--- config.mk ---
export PLATFORM = sky130hd
export DESIGN_NAME = aer_event_sender
export DESIGN_NICKNAME = d
export VERILOG_FILES = /design/src/rtl/aer_event_sender.sv
export SDC_FILE = /design/constraint.sdc
export NUM_CORES = 1
export LEC_CHECK = 0
export BUFFER_PORTS_ARGS = -buffer_cell sky130_fd_sc_hd__buf_2
export CORE_ASPECT_RATIO = 1.5
export CORE_MARGIN = 4
export CORE_UTILIZATION = 35
export CTS_BUF_LIST = sky130_fd_sc_hd__clkbuf_8
export DETAILED_ROUTE_END_ITERATION = 8
export GPL_ROUTABILITY_DRIVEN = 1
export PLACE_DENSITY_LB_ADDON = 0.05
export SETUP_SLACK_MARGIN = 0.02
export SYNTH_ARGS = -nofsm -noshare
export SYNTH_HDL_FRONTEND = slang
export SYNTH_SLANG_ARGS = --single-unit
--- constraint.sdc ---
create_clock -name CLK -period 5.2 [get_ports CLK]
set_clock_uncertainty 0.15 [all_clocks]
set_input_delay 1.04 -clock CLK [delete_from_list [all_inputs] [get_ports CLK]]
set_output_delay 1.04 -clock CLK [all_outputs]
set_load 0.01 [all_outputs]
--- src/rtl/aer_event_sender.sv ---
// aer_event_sender: 4-phase AER initiator with an event FIFO, handshake timeout and sent counter.
// Define AER_ACK_SYNC_EN to pass AEROUT_ACK through a 2-flop synchroniser.
module aer_event_sender #(
    parameter int AER_WIDTH      = 12,
    parameter int FIFO_DEPTH     = 16,
    parameter int TIMEOUT_CYCLES = 1024,
    parameter int CNT_WIDTH      = 32
) (
    input  logic                        CLK,
    input  logic                        RST_N,
    input  logic [AER_WIDTH-1:0]        EVT_ADDR,
    input  logic                        EVT_VALID,
    output logic                        EVT_READY,
    output logic [AER_WIDTH-1:0]        AEROUT_ADDR,
    output logic                        AEROUT_REQ,
    input  logic                        AEROUT_ACK,
    input  logic                        ERR_CLR,
    output logic [$clog2(FIFO_DEPTH):0] FIFO_COUNT,
    output logic                        BUSY,
    output logic                        TIMEOUT_ERR,
    output logic [CNT_WIDTH-1:0]        SENT_CNT
);
    localparam int PW = $clog2(FIFO_DEPTH);
    localparam int TW = $clog2(TIMEOUT_CYCLES + 1);

    typedef enum logic [1:0] {IDLE, SETUP, REQ, RELEASE} state_t;

    state_t               state;
    logic [AER_WIDTH-1:0] mem [FIFO_DEPTH];
    logic [PW-1:0]        wr_ptr, rd_ptr;
    logic [TW-1:0]        tmo_cnt;
    logic                 ack_i, push, pop, tmo_hit;

`ifdef AER_ACK_SYNC_EN
    logic [1:0] ack_sync;
    always_ff @(posedge CLK or negedge RST_N) begin
        if (!RST_N) ack_sync <= '0;
        else        ack_sync <= {ack_sync[0], AEROUT_ACK};
    end
    assign ack_i = ack_sync[1];
`else
    assign ack_i = AEROUT_ACK;
`endif

    assign EVT_READY = FIFO_COUNT != (PW+1)'(FIFO_DEPTH);
    assign push      = EVT_VALID & EVT_READY;
    assign pop       = (state == IDLE) && (FIFO_COUNT != '0);
    assign tmo_hit   = tmo_cnt == TW'(TIMEOUT_CYCLES - 1);
    assign BUSY      = (FIFO_COUNT != '0) || (state != IDLE);

    // storage needs no reset: the pointers alone define what is valid
    always_ff @(posedge CLK) begin
        if (push) mem[wr_ptr] <= EVT_ADDR;
    end

    always_ff @(posedge CLK or negedge RST_N) begin
        if (!RST_N) begin
            wr_ptr     <= '0;
            rd_ptr     <= '0;
            FIFO_COUNT <= '0;
        end else begin
            wr_ptr     <= push ? wr_ptr + PW'(1) : wr_ptr;
            rd_ptr     <= pop ? rd_ptr + PW'(1) : rd_ptr;
            FIFO_COUNT <= FIFO_COUNT + (PW+1)'(push) - (PW+1)'(pop);
        end
    end

    always_ff @(posedge CLK or negedge RST_N) begin
        if (!RST_N) begin
            state       <= IDLE;
            AEROUT_ADDR <= '0;
            AEROUT_REQ  <= 1'b0;
            tmo_cnt     <= '0;
            TIMEOUT_ERR <= 1'b0;
            SENT_CNT    <= '0;
        end else begin
            if (ERR_CLR) TIMEOUT_ERR <= 1'b0;
            case (state)
                IDLE: begin
                    if (pop) begin
                        AEROUT_ADDR <= mem[rd_ptr];
                        state       <= SETUP;
                    end
                end
                // an ACK still high here is a protocol violation: hold off REQ until it drops
                SETUP: begin
                    if (!ack_i) begin
                        AEROUT_REQ <= 1'b1;
                        tmo_cnt    <= '0;
                        state      <= REQ;
                    end
                end
                REQ: begin
                    if (ack_i) begin
                        AEROUT_REQ <= 1'b0;
                        SENT_CNT   <= SENT_CNT + CNT_WIDTH'(1);
                        state      <= RELEASE;
                    end else if (tmo_hit) begin
                        AEROUT_REQ  <= 1'b0;
                        TIMEOUT_ERR <= 1'b1;
                        state       <= RELEASE;
                    end else begin
                        tmo_cnt <= tmo_cnt + TW'(1);
                    end
                end
                RELEASE: begin
                    if (!ack_i) state <= IDLE;
                end
                default: state <= IDLE;
            endcase
        end
    end
endmodule

== Word-level counts from Yosys, hierarchy flattened ==
Memory sizes are Yosys's and may differ from the RTL's. A register that Yosys moved wholly into a read port is not among the register bits.
Index checks and enable logic that the tools add are counted.
Storage, ports and cells
  flip-flop bits (word level): 60
  bits in writable memories: 192
  bits of input ports: 17
  memories: 1
  word-level logic and storage cells: 59
  output and inout port bits: 53
Memories
  mem: words 16, bits a word 12, read ports 1, clocked after memory_dff 1, write ports 1, RTL line 29  | logic [AER_WIDTH-1:0] mem [FIFO_DEPTH];
Operators by class
  reductions and logical operators: 12
  add/subtract/negate cells: 6
  bitwise logic cells: 1
  mux-type cells: 20
  eq/ne operators: 11
Operators by type and width (number)
  two-way mux 11 bit: 3
  adder 32 x 1 -> 32 bit (second input constant): 1
  case mux 11 bit (2 select lines): 1
  adder 11 x 1 -> 11 bit (second input constant): 1
  equality test 11 x 10 -> 1 bit (second input constant): 1
  two-way mux 2 bit: 5
  inequality test 2 bit (second input constant): 5
  two-way mux 1 bit: 9
  adder 4 x 1 -> 4 bit (second input constant): 2
  case mux 2 bit (4 select lines): 1
  AND reduction 4 bit: 2
  adder 5 x 1 -> 5 bit: 1
  inequality test 5 bit (second input constant): 1
  nonzero test 5 bit: 1
  subtractor 5 x 1 -> 5 bit: 1
  equality test 2 bit (second input constant): 2
  AND reduction 2 bit: 2
  nonzero test 2 bit: 2
  inequality test 3 bit (second input constant): 1
  AND reduction 3 bit: 1
  equality test 2 x 1 -> 1 bit (second input constant): 1
  zero test 2 bit: 1
  case mux 1 bit (2 select lines): 1
  bitwise AND 1 bit: 1
  3 further kinds: 3

== Depth between registers and ports, before layout ==
Gate-level depths: netlist of run 1.
  word-level depth: 4
  gate-level depth with buffers: 14
  mapped depth without buffers: 13

== Least setup slack after synthesis of run 1 ==
Ideal clock, no wire load.
  path type: input port to flip-flop
  from: input EVT_VALID
  to: memory mem[1][0], enable pin
  path buffers: 1
  path slack: 1.933 ns
  cell stages on the path: 4
  data arrival time: 2.704 ns
  required time: 4.638 ns
  setup time: 0.412 ns
  cells stage by stage: and2_1 -> clkbuf_1 -> inv_1 -> nor4_1
Between the ends
  longest elaborated chain between the ends: 3
Ends and longest elaborated chain
  start, declared: RTL line 12  | input logic EVT_VALID,
  bitwise AND 1 bit: RTL line 46  | assign push = EVT_VALID & EVT_READY;
  two-way mux 1 bit: RTL line 53  | if (push) mem[wr_ptr] <= EVT_ADDR;
  two-way mux 1 bit (implied by the code): RTL line 53
  end, declared: RTL line 29
No other way between the ends.

== Worst setup path after layout of run 1 ==
  from: register FIFO_COUNT[2]
  to: register FIFO_COUNT[4]
Between the ends
  elaborated cells on any way between the ends: 6
  classes of those cells: add/sub (2); eq/ne (1); bitwise (1); reduce/logical (2)
RTL lines
  start, declared: RTL line 18  | output logic [$clog2(FIFO_DEPTH):0] FIFO_COUNT,
  start signal, assigned: RTL line 64  | FIFO_COUNT <= FIFO_COUNT + (PW+1)'(push) - (PW+1)'(pop);
  nonzero test 5 bit: RTL line 47  | assign pop = (state == IDLE) && (FIFO_COUNT != '0);
  logical AND 1 bit: RTL line 47
  net pop: RTL line 32  | logic ack_i, push, pop, tmo_hit;
  subtractor 5 x 1 -> 5 bit: RTL line 64
The timed path passes the listed nets, and every way through them passes these cells.
A chain may end at the register's enable or synchronous reset.

==> results of run 1 <==
[where the power goes]
group / leakage, uW / internal, uW / total, uW / switching [uW]
clock network: 0.000455 / 854 / 1670 / 817
registers: 0.00267 / 2570 / 2910 / 332
logic: 0.00156 / 793 / 1660 / 866
total: 0.00468 / 4220 / 6240 / 2010
[path summary, 6_finish.rpt]
path                                    start            end  slack (ns)  cells after the start
worst max register to register  FIFO_COUNT[2]  FIFO_COUNT[4]        1.60                     13
worst max-delay path            FIFO_COUNT[2]  FIFO_COUNT[4]        1.60                     13
max in group asynchronous               RST_N      rd_ptr[0]        3.68                      1
worst min-delay path             SENT_CNT[14]   SENT_CNT[14]        0.34                      1
min in group asynchronous               RST_N   SENT_CNT[12]        0.48                      1
worst min register to register   SENT_CNT[14]   SENT_CNT[14]        0.34                      1
[flip-flops by register name (all words and copies together) (netlist names)]
| name | cells |
|---|---|
| AEROUT_ADDR | 12 |
| AEROUT_REQ | 1 |
| FIFO_COUNT | 5 |
| SENT_CNT | 32 |
| TIMEOUT_ERR | 1 |
| mem | 192 |
| rd_ptr | 4 |
| state | 2 |
| tmo_cnt | 11 |
| wr_ptr | 4 |
[worst reg2reg max path, delay by kind of cell (launching register included)]
kind | cells | cell delay (ns)
AO/OA/AOI/OAI | 1 | 0.15
XOR/XNOR | 1 | 0.14
adder cells (fa/ha/maj) | 4 | 1.13
buffers and inverters | 3 | 0.39
flip-flops | 1 | 0.40
AND/OR/NAND/NOR | 4 | 1.17
[placed cells by master (no fill, tap or decap), drive strengths merged, types with 4 or more instances in the layout]
master  count
inv        36
xor2       11
clkinv     18
nand4       9
and4        4
nor2       25
nand3      15
xnor2      30
nand2      49
mux2i      27
clkbuf     45
buf        80
mux4       48
a21oi       5
nor4        6
dfrtp      72
ha         18
o221ai     12
o21ai       8
nor3        4
edfxtp    192
and2       12
[routing by layer]
layer	global-route usage (%)	vias to the layer above	share of wire, %	routed length [um]
li1	-	2632	-	-
met1	16.5	3014	38	9120
met2	27.4	122	55	13400
met3	3.13	39	4.7	1140
met4	5.01	0	2.3	555
met5	0	-	0	0
[cell families (layout without fill, tap and decap cells)]
| logic type | Yosys count | after routing | synth area share, % |
|---|---|---|---|
| flip-flops | 264 | 264 | 70.2 |
| buffers and inverters | 44 | 182 | 1.72 |
| AO/OA/AOI/OAI | 41 | 41 | 2.77 |
| XOR/XNOR | 41 | 41 | 3.33 |
| multiplexers | 78 | 78 | 12.8 |
| AND/OR/NAND/NOR | 140 | 140 | 6.91 |
| adder cells (fa/ha/maj) | 19 | 19 | 2.27 |
[cell type report]
class / count / area, sq um
Clock inverter: 36 / 174
Clock buffer: 45 / 619
Multi-Input combinational cell: 319 / 3060
Inverter: 21 / 78.8
Tap cell: 400 / 500
Timing Repair Buffer: 80 / 430
Sequential cell: 264 / 7570
Fill cell: 2807 / 17900
[per-stage QoR]
stage,area [sq um],instances
3_5_place_dp,11600,1084
4_1_cts,12400,1165
3_3_place_gp,11600,1084
6_report,12400,1165
5_1_grt,12400,1165
2_1_floorplan,10800,627
==> qor.yml, run 1 <==
drt:
  wl_um: 24200
  first_pass_iters: 4
  drt_iter0_drc: 218
  postRouteAntennaNets: 0
  drc: 0
  avgRoutedWirePerCell_um: 20.8
  num_vias: 5807
  viasPerCell: 4.98
synthesis:
  synthTopCellsByCount: "edfxtp_1 (192), dfrtp_1 (72), nand2_1 (49)"
  syn_area_sq_mm: 0.0108
  synth_ff_type: "edfxtp_1"
  async_flop_share_pct: 27.3
  synth.top_cells.by_area: "edfxtp_1 (53%), dfrtp_1 (17%), mux4_2 (10%), mux2i_1 (2.5%), xnor2_1 (2.4%)"
  syn_nets: 663
  synth_area_leader_cell: "edfxtp_1"
  netlist.area_leader.share_pct: 53.5
  syn_inst: 627
  synth_warnings: 0
  syn_area_per_cell_sq_um: 17.2
  synth_most_common_cell: "edfxtp_1"
  synth_cell_type_count: 53
  ys_ff_latch: 264
  synth_edf_count: 192
  seq_area_frac_synth_pct: 70.2
layout:
  diodes: 0
  syn2layout_area_growth_pct: 15.3
  nets: 766
  fin_util_pct: 41.0
  drive_above_1_share_pct: 26.4
critical_path:
  slowest_delay_ns: 0.63
  crit_slowest_cell: "nand2b_1"
  worst-setup-path-type: "reg2reg"
  end_kind: "flop"
  critPathTopFamily: "simple AND/OR/NAND/NOR gates"
  crit_fanout: 15
  critPathRequiredTime_ns: 5.52
  crit_chain: "inv_1 > ha_1 > nor4b_1 > nand2b_1 > inv_1 > ha_1 > inv_1 > ha_1 > fa_1 > a21oi_1 > nor2_1 > nor2_1 > xnor2_1"
  crit_buf_inv: 3
  crit_arrival_ns: 3.93
  start_kind: "flop"
clock_network:
  cts_sinks: 264
  post_cts_buffers: 0
  numCtsBuffers: 44
  cts-root-buf: "clkbuf_8"
  postCtsHoldBufs: 0
  clk_pin_slew_worst_paths_ns: 0.06
  clk_path_buf_depth: 3
  cts_tree: "done"
  htree_levels: 2
  clock_latency_ns: 0.56
  cts_resized: 0
timing:
  slew_headroom_pct: 34.1
  worst_slew_pin_slew_ns: 0.989
  hold_viol: 0
  fin_hold_ws_ns: 0.337
  rsz0062_at_grt: "false"
  fmax_ghz: 0.278
  setup_viol: 0
  maxSlewViolCount: 0
  setup_ws_ns: 1.60
  fin_crit_ns: 3.60
  setup_tns_ns: 0
  fin_crit_sh_pct: 69.3
floorplan:
  fp-row-count: 78
  ios: 70
  dieHeight_um: 223
  initial_core_util_pct: 35.5
  die_area_sq_mm: 0.0337
  fp.dieW_um: 151
  core_sq_mm: 0.0304
global_routing:
  gr-total-overflow: 0
  grt_pass1_vias: 6399
  grt_antenna_before_repair: 0
  grt_max_degree: 73
  grt_util_all_layers_pct: 14.8
  grt_pass1_wl_um: 37400
power:
  finalPower_uw: 6240
  powerDensity_mw_per_mm2: 501
  ir_drop_mv: 0.253
  p_leak_uw: 0.00468
run_status:
  status: "completed"
placement:
  port_buffers: 69
  gp_congestion: 0.742
  dpl.hpwl_um: 15500
  pre_cts_ws_ns: 1.62
run:
  maxCapViolations: 0
hold_path:
  hp-class: "reg2reg"
(Power assumes the default switching activity.)
==> run 2, diff against run 1 <==
--- a/config.mk
+++ b/config.mk
@@ -5,6 +5,7 @@
 export SDC_FILE = /design/constraint.sdc
 export NUM_CORES = 1
 export LEC_CHECK = 0
+export ABC_AREA = 1
 export BUFFER_PORTS_ARGS = -buffer_cell sky130_fd_sc_hd__buf_2
 export CORE_ASPECT_RATIO = 1.5
 export CORE_MARGIN = 4
==> constraint.sdc (replaced) <==
create_clock -name CLK -period 3.7 [get_ports CLK]
set_clock_uncertainty 0.15 [all_clocks]
set_input_delay 0.74 -clock CLK [delete_from_list [all_inputs] [get_ports CLK]]
set_output_delay 0.74 -clock CLK [all_outputs]
set_load 0.01 [all_outputs]
==> run 2 against run 1 <==
Effect of this change: count of clock-buffer cells in the layout rose by 2; first-iteration DRC count rose by 69%; final area rose by 9.9%; sequential cell count did not move; critical path type unchanged; critical endpoint unchanged; largest power group unchanged.
==> qor.yml, run 2 <==
run_status:
  status: "completed"
power:
  powerDensity_mw_per_mm2: 693  # +38%
  ir_drop_mv: 0.350  # +38%
  pwr-share-clk_pct: 25.4  # -1.4 points
  p_sw_uw: 3670  # +82%
  pwr-share-comb_pct: 34.6  # +8.0 points
  p_sw_share_pct: 38.8  # +6.5 points
  pwr-share-seq_pct: 40.0  # -6.6 points
  p_int_uw: 5800  # +37%
  p_leak_uw: 0.00630  # +35%
synthesis:
  synth_ff_type: "edfxtp_1"
  ys_ff_latch: 264  # unchanged
  synth.top_cells.by_area: "edfxtp_1 (48%), dfrtp_1 (15%), nand2_1 (13%), nand3_1 (7.2%), inv_1 (6.1%)"
  syn_nets: 1277  # +93%
  syn_inst: 1241  # +98%
  synth_xor_area_share_pct: 2.34  # -0.99 points
  synth_most_common_cell: "nand2_1"
  syn_area_sq_mm: 0.0120  # +11%
  netlist.area_leader.share_pct: 48.1  # -5.3 points
  synth-simple-area-share_pct: 23.5  # +17 points
  synth_cell_type_count: 31  # -42%
  synthAdderAreaFrac_pct: 2.05  # -0.23 points
  synthMuxAreaShare_pct: 0  # -13 points
  synth_warnings: 0  # unchanged
  synth_edf_count: 192  # unchanged
  seq_area_frac_synth_pct: 63.2  # -7.0 points
  synth_area_leader_cell: "edfxtp_1"
  syn_area_per_cell_sq_um: 9.66  # -44%
  async_flop_share_pct: 27.3  # unchanged
  synth_top_family_by_area: "simple AND/OR/NAND/NOR gates"
  synthTopCellsByCount: "nand2_1 (406), inv_1 (196), edfxtp_1 (192)"
  synth-compound-area-share_pct: 0.971  # -1.8 points
critical_path:
  critPathTopFamily: "adder cells"
  crit_chain: "inv_1 > ha_1 > nand2_1 > nor2_1 > nand2_1 > nand2_1 > clkinv_1 > buf_4 > ha_1 > inv_1 > ha_1 > fa_1 > a21oi_1 > nor2_1 > nor2_1 > xor2_1"
  critPathRequiredTime_ns: 4.03  # -1.49 ns
  start_kind: "flop"
  worst-setup-path-type: "reg2reg"
  end_kind: "flop"
  crit_arrival_ns: 3.22  # -0.71 ns
  crit_slowest_cell: "fa_1"
  crit_buf_inv: 4  # +1
  crit_fanout: 18  # +3
  slowest_delay_ns: 0.42  # -0.21 ns
clock_network:
  postCtsHoldBufs: 0  # unchanged
  cts_sinks: 264  # unchanged
  clk_path_buf_depth: 3  # unchanged
  cts_resized: 0  # unchanged
  clock_latency_ns: 0.56  # about the same
  cts_tree: "done"
  htree_levels: 2  # unchanged
  clk_pin_slew_worst_paths_ns: 0.06  # about the same
  cts-root-buf: "clkbuf_8"
  post_cts_buffers: 0  # unchanged
  numCtsBuffers: 44  # unchanged
run:
  maxCapViolations: 0  # unchanged
layout:
  reg.largest.list: "mem (192), SENT_CNT (32), AEROUT_ADDR (12)"
  final_common_cell: "nand2_1"
  nets: 1374  # +79%
  regMostFlops: "mem"
  diodes: 0  # unchanged
  largest_reg_flops: 192  # unchanged
  syn2layout_area_growth_pct: 14.1
  drive_above_1_share_pct: 12.3  # -14 points
  final_cell_mix: "nand2_1 (406), inv_1 (211), edfxtp_1 (192), nand3_1 (173), dfrtp_1 (70)"
drt:
  drt_iter0_drc: 369  # +69%
  postRouteAntennaNets: 0  # unchanged
  viasPerCell: 4.67  # -6.2%
  num_vias: 8361  # +44%
  top_layer: "met4"
  avgRoutedWirePerCell_um: 17.5  # -16%
  drc: 0  # unchanged
  wl_um: 31300  # +30%
  met3_wirelength_um: 1420  # +25%
  dr_wl_met2_um: 16100  # +20%
  wirelength_met1_um: 12900  # +41%
  first_pass_iters: 7  # +3
global_routing:
  grt_antenna_before_repair: 0  # unchanged
  grt_max_degree: 73  # unchanged
  grt_util_all_layers_pct: 17.1  # +2.3 points
  gr-total-overflow: 0  # unchanged
  grt_pass1_vias: 8797  # +37%
  grt_pass1_wl_um: 50000  # +34%
timing:
  fin_crit_sh_pct: 78.0  # +8.7 points
  worst_slew_pin_slew_ns: 0.952  # -0.0372 ns
  fin_hold_ws_ns: 0.158  # -0.179 ns
  fin_crit_ns: 2.89  # -0.716 ns
  fmax_ghz: 0.346  # +25%
  setup_viol: 0  # unchanged
  setup_tns_ns: 0  # unchanged
  maxSlewViolCount: 0  # unchanged
  slew_headroom_pct: 36.6  # +2.5 points
  hold_viol: 0  # unchanged
  rsz0062_at_grt: "false"
floorplan:
  dieHeight_um: 235  # +5.2%
  core_sq_mm: 0.0337  # +11%
  die_area_sq_mm: 0.0373  # +11%
  initial_core_util_pct: 35.6  # +0.069 points
  fp-row-count: 82  # +5.1%
  ios: 70  # unchanged
  fp.dieW_um: 159  # +5.1%
placement:
  port_buffers: 69  # unchanged
  dpl.hpwl_um: 19700  # +27%
  gp_congestion: 0.778  # +4.8%
hold_path:
  hp-class: "in2async"
-- run 2: area by class of cell --
| type | count | area, sq um |
|---|---|---|
| clock buffer | 47 | 647 |
| clock inverter | 30 | 148 |
| fill | 3398 | 20000 |
| inverter | 199 | 748 |
| multi-input combinational | 733 | 3450 |
| sequential | 264 | 7570 |
| tap | 420 | 526 |
| timing repair buffer | 96 | 576 |
-- run 2: cell families (layout without fill, tap and decap cells) --
kind of cell	count (synthesis)	count (layout)
xor gates and xnor gates	32	32
adders and majority gates	19	19
DFF	264	264
AOI/OAI and AO/OA	23	23
and+or+nand+nor	659	659
buffers and inverters	244	372
-- run 2: power by group through the flow --
stage	Clock [uW]	Combinational [uW]	Sequential, uW
global route	2630	3780	3830
CTS	2510	3390	3790
global placement	0	3380	3840
finish	2410	3280	3780
detailed placement	0	3380	3840
floorplan	0	2090	3860
-- run 2: final timing paths --
path	from	endpoint	slack (ns)	cells past startpoint
max	FIFO_COUNT[3]	FIFO_COUNT[4]	0.81	16
min	RST_N	SENT_CNT[18]	0.16	1
max reg2reg	FIFO_COUNT[3]	FIFO_COUNT[4]	0.81	16
min reg2reg	AEROUT_ADDR[2]	AEROUT_ADDR[2]	0.33	2
max in group asynchronous	RST_N	rd_ptr[0]	2.52	1
min in group CLK	ERR_CLR	TIMEOUT_ERR	0.21	2
-- run 2: metal layers --
layer | vias up | track usage (%)
met4 | 0 | 5.97
met1 | 3990 | 20.2
met5 | - | 0
li1 | 4156 | -
met2 | 157 | 30.8
met3 | 58 | 3.40
-- run 2: stage by stage --
stage                     area, sq um  instances  power (uW)  setup slack, ns  util, %
after floorplan                 12000       1241        5950            0.805        -
after global routing            13700       1789       10200            0.500     40.6
after global placement          12900       1712        7220            0.881     38.3
after CTS                       13700       1789        9690            0.806     40.6
after detailed placement        12900       1712        7220            0.838     38.3
final                           13700       1789        9470            0.813     40.6
-- run 2: worst reg2reg max path, stage by stage, from the launching register on --
cell,delay [ns]
dfrtp_1,0.40
inv_1,0.10
ha_1,0.15
nand2_1,0.05
nor2_1,0.16
nand2_1,0.07
nand2_1,0.08
clkinv_1,0.06
buf_4,0.19
ha_1,0.28
inv_1,0.04
ha_1,0.20
fa_1,0.42
a21oi_1,0.15
nor2_1,0.06
nor2_1,0.11
xor2_1,0.15
==> run 3, diff against run 2 <==
--- a/config.mk
+++ b/config.mk
@@ -5,7 +5,7 @@
 export SDC_FILE = /design/constraint.sdc
 export NUM_CORES = 1
 export LEC_CHECK = 0
-export ABC_AREA = 1
+export ABC_AREA = 0
 export BUFFER_PORTS_ARGS = -buffer_cell sky130_fd_sc_hd__buf_2
 export CORE_ASPECT_RATIO = 1.5
 export CORE_MARGIN = 4
==> constraint.sdc (replaced) <==
create_clock -name CLK -period 2.95 [get_ports CLK]
set_clock_uncertainty 0.15 [all_clocks]
set_input_delay 0.59 -clock CLK [delete_from_list [all_inputs] [get_ports CLK]]
set_output_delay 0.59 -clock CLK [all_outputs]
set_load 0.01 [all_outputs]
==> run 3 against run 2 <==
Effect of this change: cell count decreased by 34%; largest cell class unchanged; largest power group unchanged; critical endpoint unchanged; maximum frequency increased by 6.7%; highest routed layer unchanged; final area decreased by 7.3%.
==> qor.yml, run 3 (synthesis results as in run 1) <==
drt:
  postRouteAntennaNets: 0  # unchanged
  num_vias: 5811  # -30%
  viasPerCell: 4.91  # +5.0%
  first_pass_iters: 4  # -3
  avgRoutedWirePerCell_um: 20.1  # +15%
  drc: 0  # unchanged
  wl_um: 23800  # -24%
  drt_iter0_drc: 248  # -33%
placement:
  pre_cts_ws_ns: 0.104  # -0.734 ns
  gp_congestion: 0.781  # +0.36%
  dpl.hpwl_um: 15700  # -20%
  port_buffers: 69  # unchanged
  placed_cells: 1104  # -36%
  postPlaceCellArea_sq_mm: 0.0118  # -8.2%
power:
  p_leak_uw: 0.00480  # -24%
  ir_drop_mv: 0.446  # +27%
  finalPower_uw: 11300  # +19%
  powerDensity_mw_per_mm2: 889  # +28%
critical_path:
  crit_fanout: 6  # -12
  crit_arrival_ns: 3.03  # -0.19 ns
  crit_slowest_cell: "dfrtp_1"
  crit_chain: "inv_1 > ha_2 > nor4b_2 > buf_4 > nand2b_1 > inv_2 > ha_1 > inv_1 > ha_1 > fa_2 > a21oi_1 > nor2_1 > nor2_1 > xnor2_1"
  worst-setup-path-type: "reg2reg"
  start_kind: "flop"
  r2r.worst_path.cells: 14  # -2
  crit_buf_inv: 4  # unchanged
  critPathRequiredTime_ns: 3.28  # -0.75 ns
  worst-path-stages: 14  # -2
  regToRegSetupSlack_ns: 0.24  # -0.57 ns
  critPathTopFamily: "adder cells"
  startpoint: "FIFO_COUNT[3]"
  slowest_delay_ns: 0.40  # -0.02 ns
  r2r-start: "FIFO_COUNT[3]"
  end_kind: "flop"
clock_network:
  clk_pin_slew_worst_paths_ns: 0.06  # about the same
  post_cts_buffers: 0  # unchanged
  numCtsBuffers: 43  # -2.3%
  cts_tree: "done"
  cts_sinks: 264  # unchanged
  htree_levels: 2  # unchanged
  clock_latency_ns: 0.56  # about the same
  cts-root-buf: "clkbuf_8"
  clk_path_buf_depth: 3  # unchanged
timing:
  maxSlewViolCount: 0  # unchanged
  setup_viol: 0  # unchanged
  rsz0062_at_grt: "false"
  fmax_ghz: 0.370  # +6.7%
  setup_ws_ns: 0.245  # -0.569 ns
  fin_crit_sh_pct: 91.7  # +14 points
  slew_headroom_pct: 55.0  # +18 points
  fin_crit_ns: 2.71  # -0.181 ns
  hold_viol: 0  # unchanged
  worst_slew_pin_slew_ns: 0.676  # -0.276 ns
global_routing:
  grt_antenna_before_repair: 0  # unchanged
  gr-total-overflow: 0  # unchanged
  grt_use_met2_pct: 25.7  # -5.1 points
  grt_pass1_wl_um: 36900  # -26%
  grt_max_degree: 34  # -53%
  grt_pass1_vias: 6314  # -28%
  met1_usage_pct: 17.1  # -3.1 points
  busiest_layer: "met2"
  met3_usage_pct: 3.05  # -0.35 points
  grt_util_all_layers_pct: 14.5  # -2.6 points
layout:
  drive_above_1_share_pct: 29.6  # +17 points
  largest_reg_flops: 192  # unchanged
  diodes: 0  # unchanged
  final_common_cell: "edfxtp_1"
  final_area_sq_mm: 0.0127  # -7.3%
  fin_util_pct: 41.7  # +1.1 points
  reg.largest.list: "mem (192), SENT_CNT (32), AEROUT_ADDR (12)"
  final_cell_mix: "edfxtp_1 (192), dfrtp_1 (70), buf_2 (68), nand2_1 (49), mux4_2 (48)"
  fin_cells: 1184  # -34%
  syn2layout_area_growth_pct: 17.4
  nets: 786  # -43%
  regMostFlops: "mem"
floorplan:
  die_area_sq_mm: 0.0337  # -9.6%
  fp.dieW_um: 151  # -4.9%
  dieHeight_um: 223  # -4.9%
  ios: 70  # unchanged
  core_sq_mm: 0.0304  # -9.8%
  fp-row-count: 78  # -4.9%
  initial_core_util_pct: 35.5  # -0.069 points
hold_path:
  hp-class: "in2reg"
  hp-start: "ERR_CLR"
  hold_depth: 2
run_status:
  status: "completed"
run:
  maxCapViolations: 0  # unchanged
run 3: changes by cell type in the layout (fill, tap and decap cells not counted), moves of 27 or more:
cell,delta
mux2i_1,+27
nand3_1,-158
inv_1,-180
nand2_1,-357
mux4_2,+48
run 3: final timing paths:
kind	endpoint
worst max register to register	FIFO_COUNT[4]
min in group asynchronous	SENT_CNT[12]
worst min register to register	SENT_CNT[31]
max in group asynchronous	AEROUT_ADDR[0]
worst max-delay path	FIFO_COUNT[4]
worst min-delay path	TIMEOUT_ERR
run 3: stage by stage:
step | hold slack, ns | TNS (ns)
2_1_floorplan | 0.144 | -5.43
3_3_place_gp | 0.309 | 0
3_5_place_dp | 0.308 | 0
4_1_cts | 0.0435 | 0
5_1_grt | 0.0565 | 0
6_report | 0.0810 | 0
run 3: report_power, final:
| part | leakage (uW) | switching, uW | internal (uW) |
|---|---|---|---|
| Combinational | 0.00167 | 1720 | 1510 |
| Sequential | 0.00267 | 436 | 4540 |
| Clock | 0.000462 | 1440 | 1620 |
| Total | 0.00480 | 3590 | 7670 |
run 3: per-layer routing:
layer  vias to the layer above  wire length, um  part of all wire [%]
met3                        49             1080                   4.5
met4                         0              696                   2.9
met1                      2963             9450                    40
met2                       124            12600                    53
li1                       2675                -                     -
met5                         -                0                     0
run 3: repair_timing:
item	in CTS	in global routing
endpoints found under the hold margin	30	0
hold buffers	1	0
setup endpoints to repair	0	1
resized for setup	0	5
run 3: area by class of cell:
cell class / count / area (sq um)
fill: 2789 / 17700
sequential: 264 / 7570
multi-input combinational: 319 / 3070
clock buffer: 46 / 633
timing repair buffer: 101 / 616
tap: 400 / 500
clock inverter: 33 / 195
inverter: 21 / 78.8
run 3: worst reg2reg max path: stages (launching register included):
cell      delay [ns]
dfrtp_1         0.40
inv_1           0.09
ha_2            0.18
nor4b_2         0.18
buf_4           0.15
nand2b_1        0.13
inv_2           0.07
ha_1            0.27
inv_1           0.04
ha_1            0.20
fa_2            0.36
a21oi_1         0.13
nor2_1          0.06
nor2_1          0.11
xnor2_1         0.12
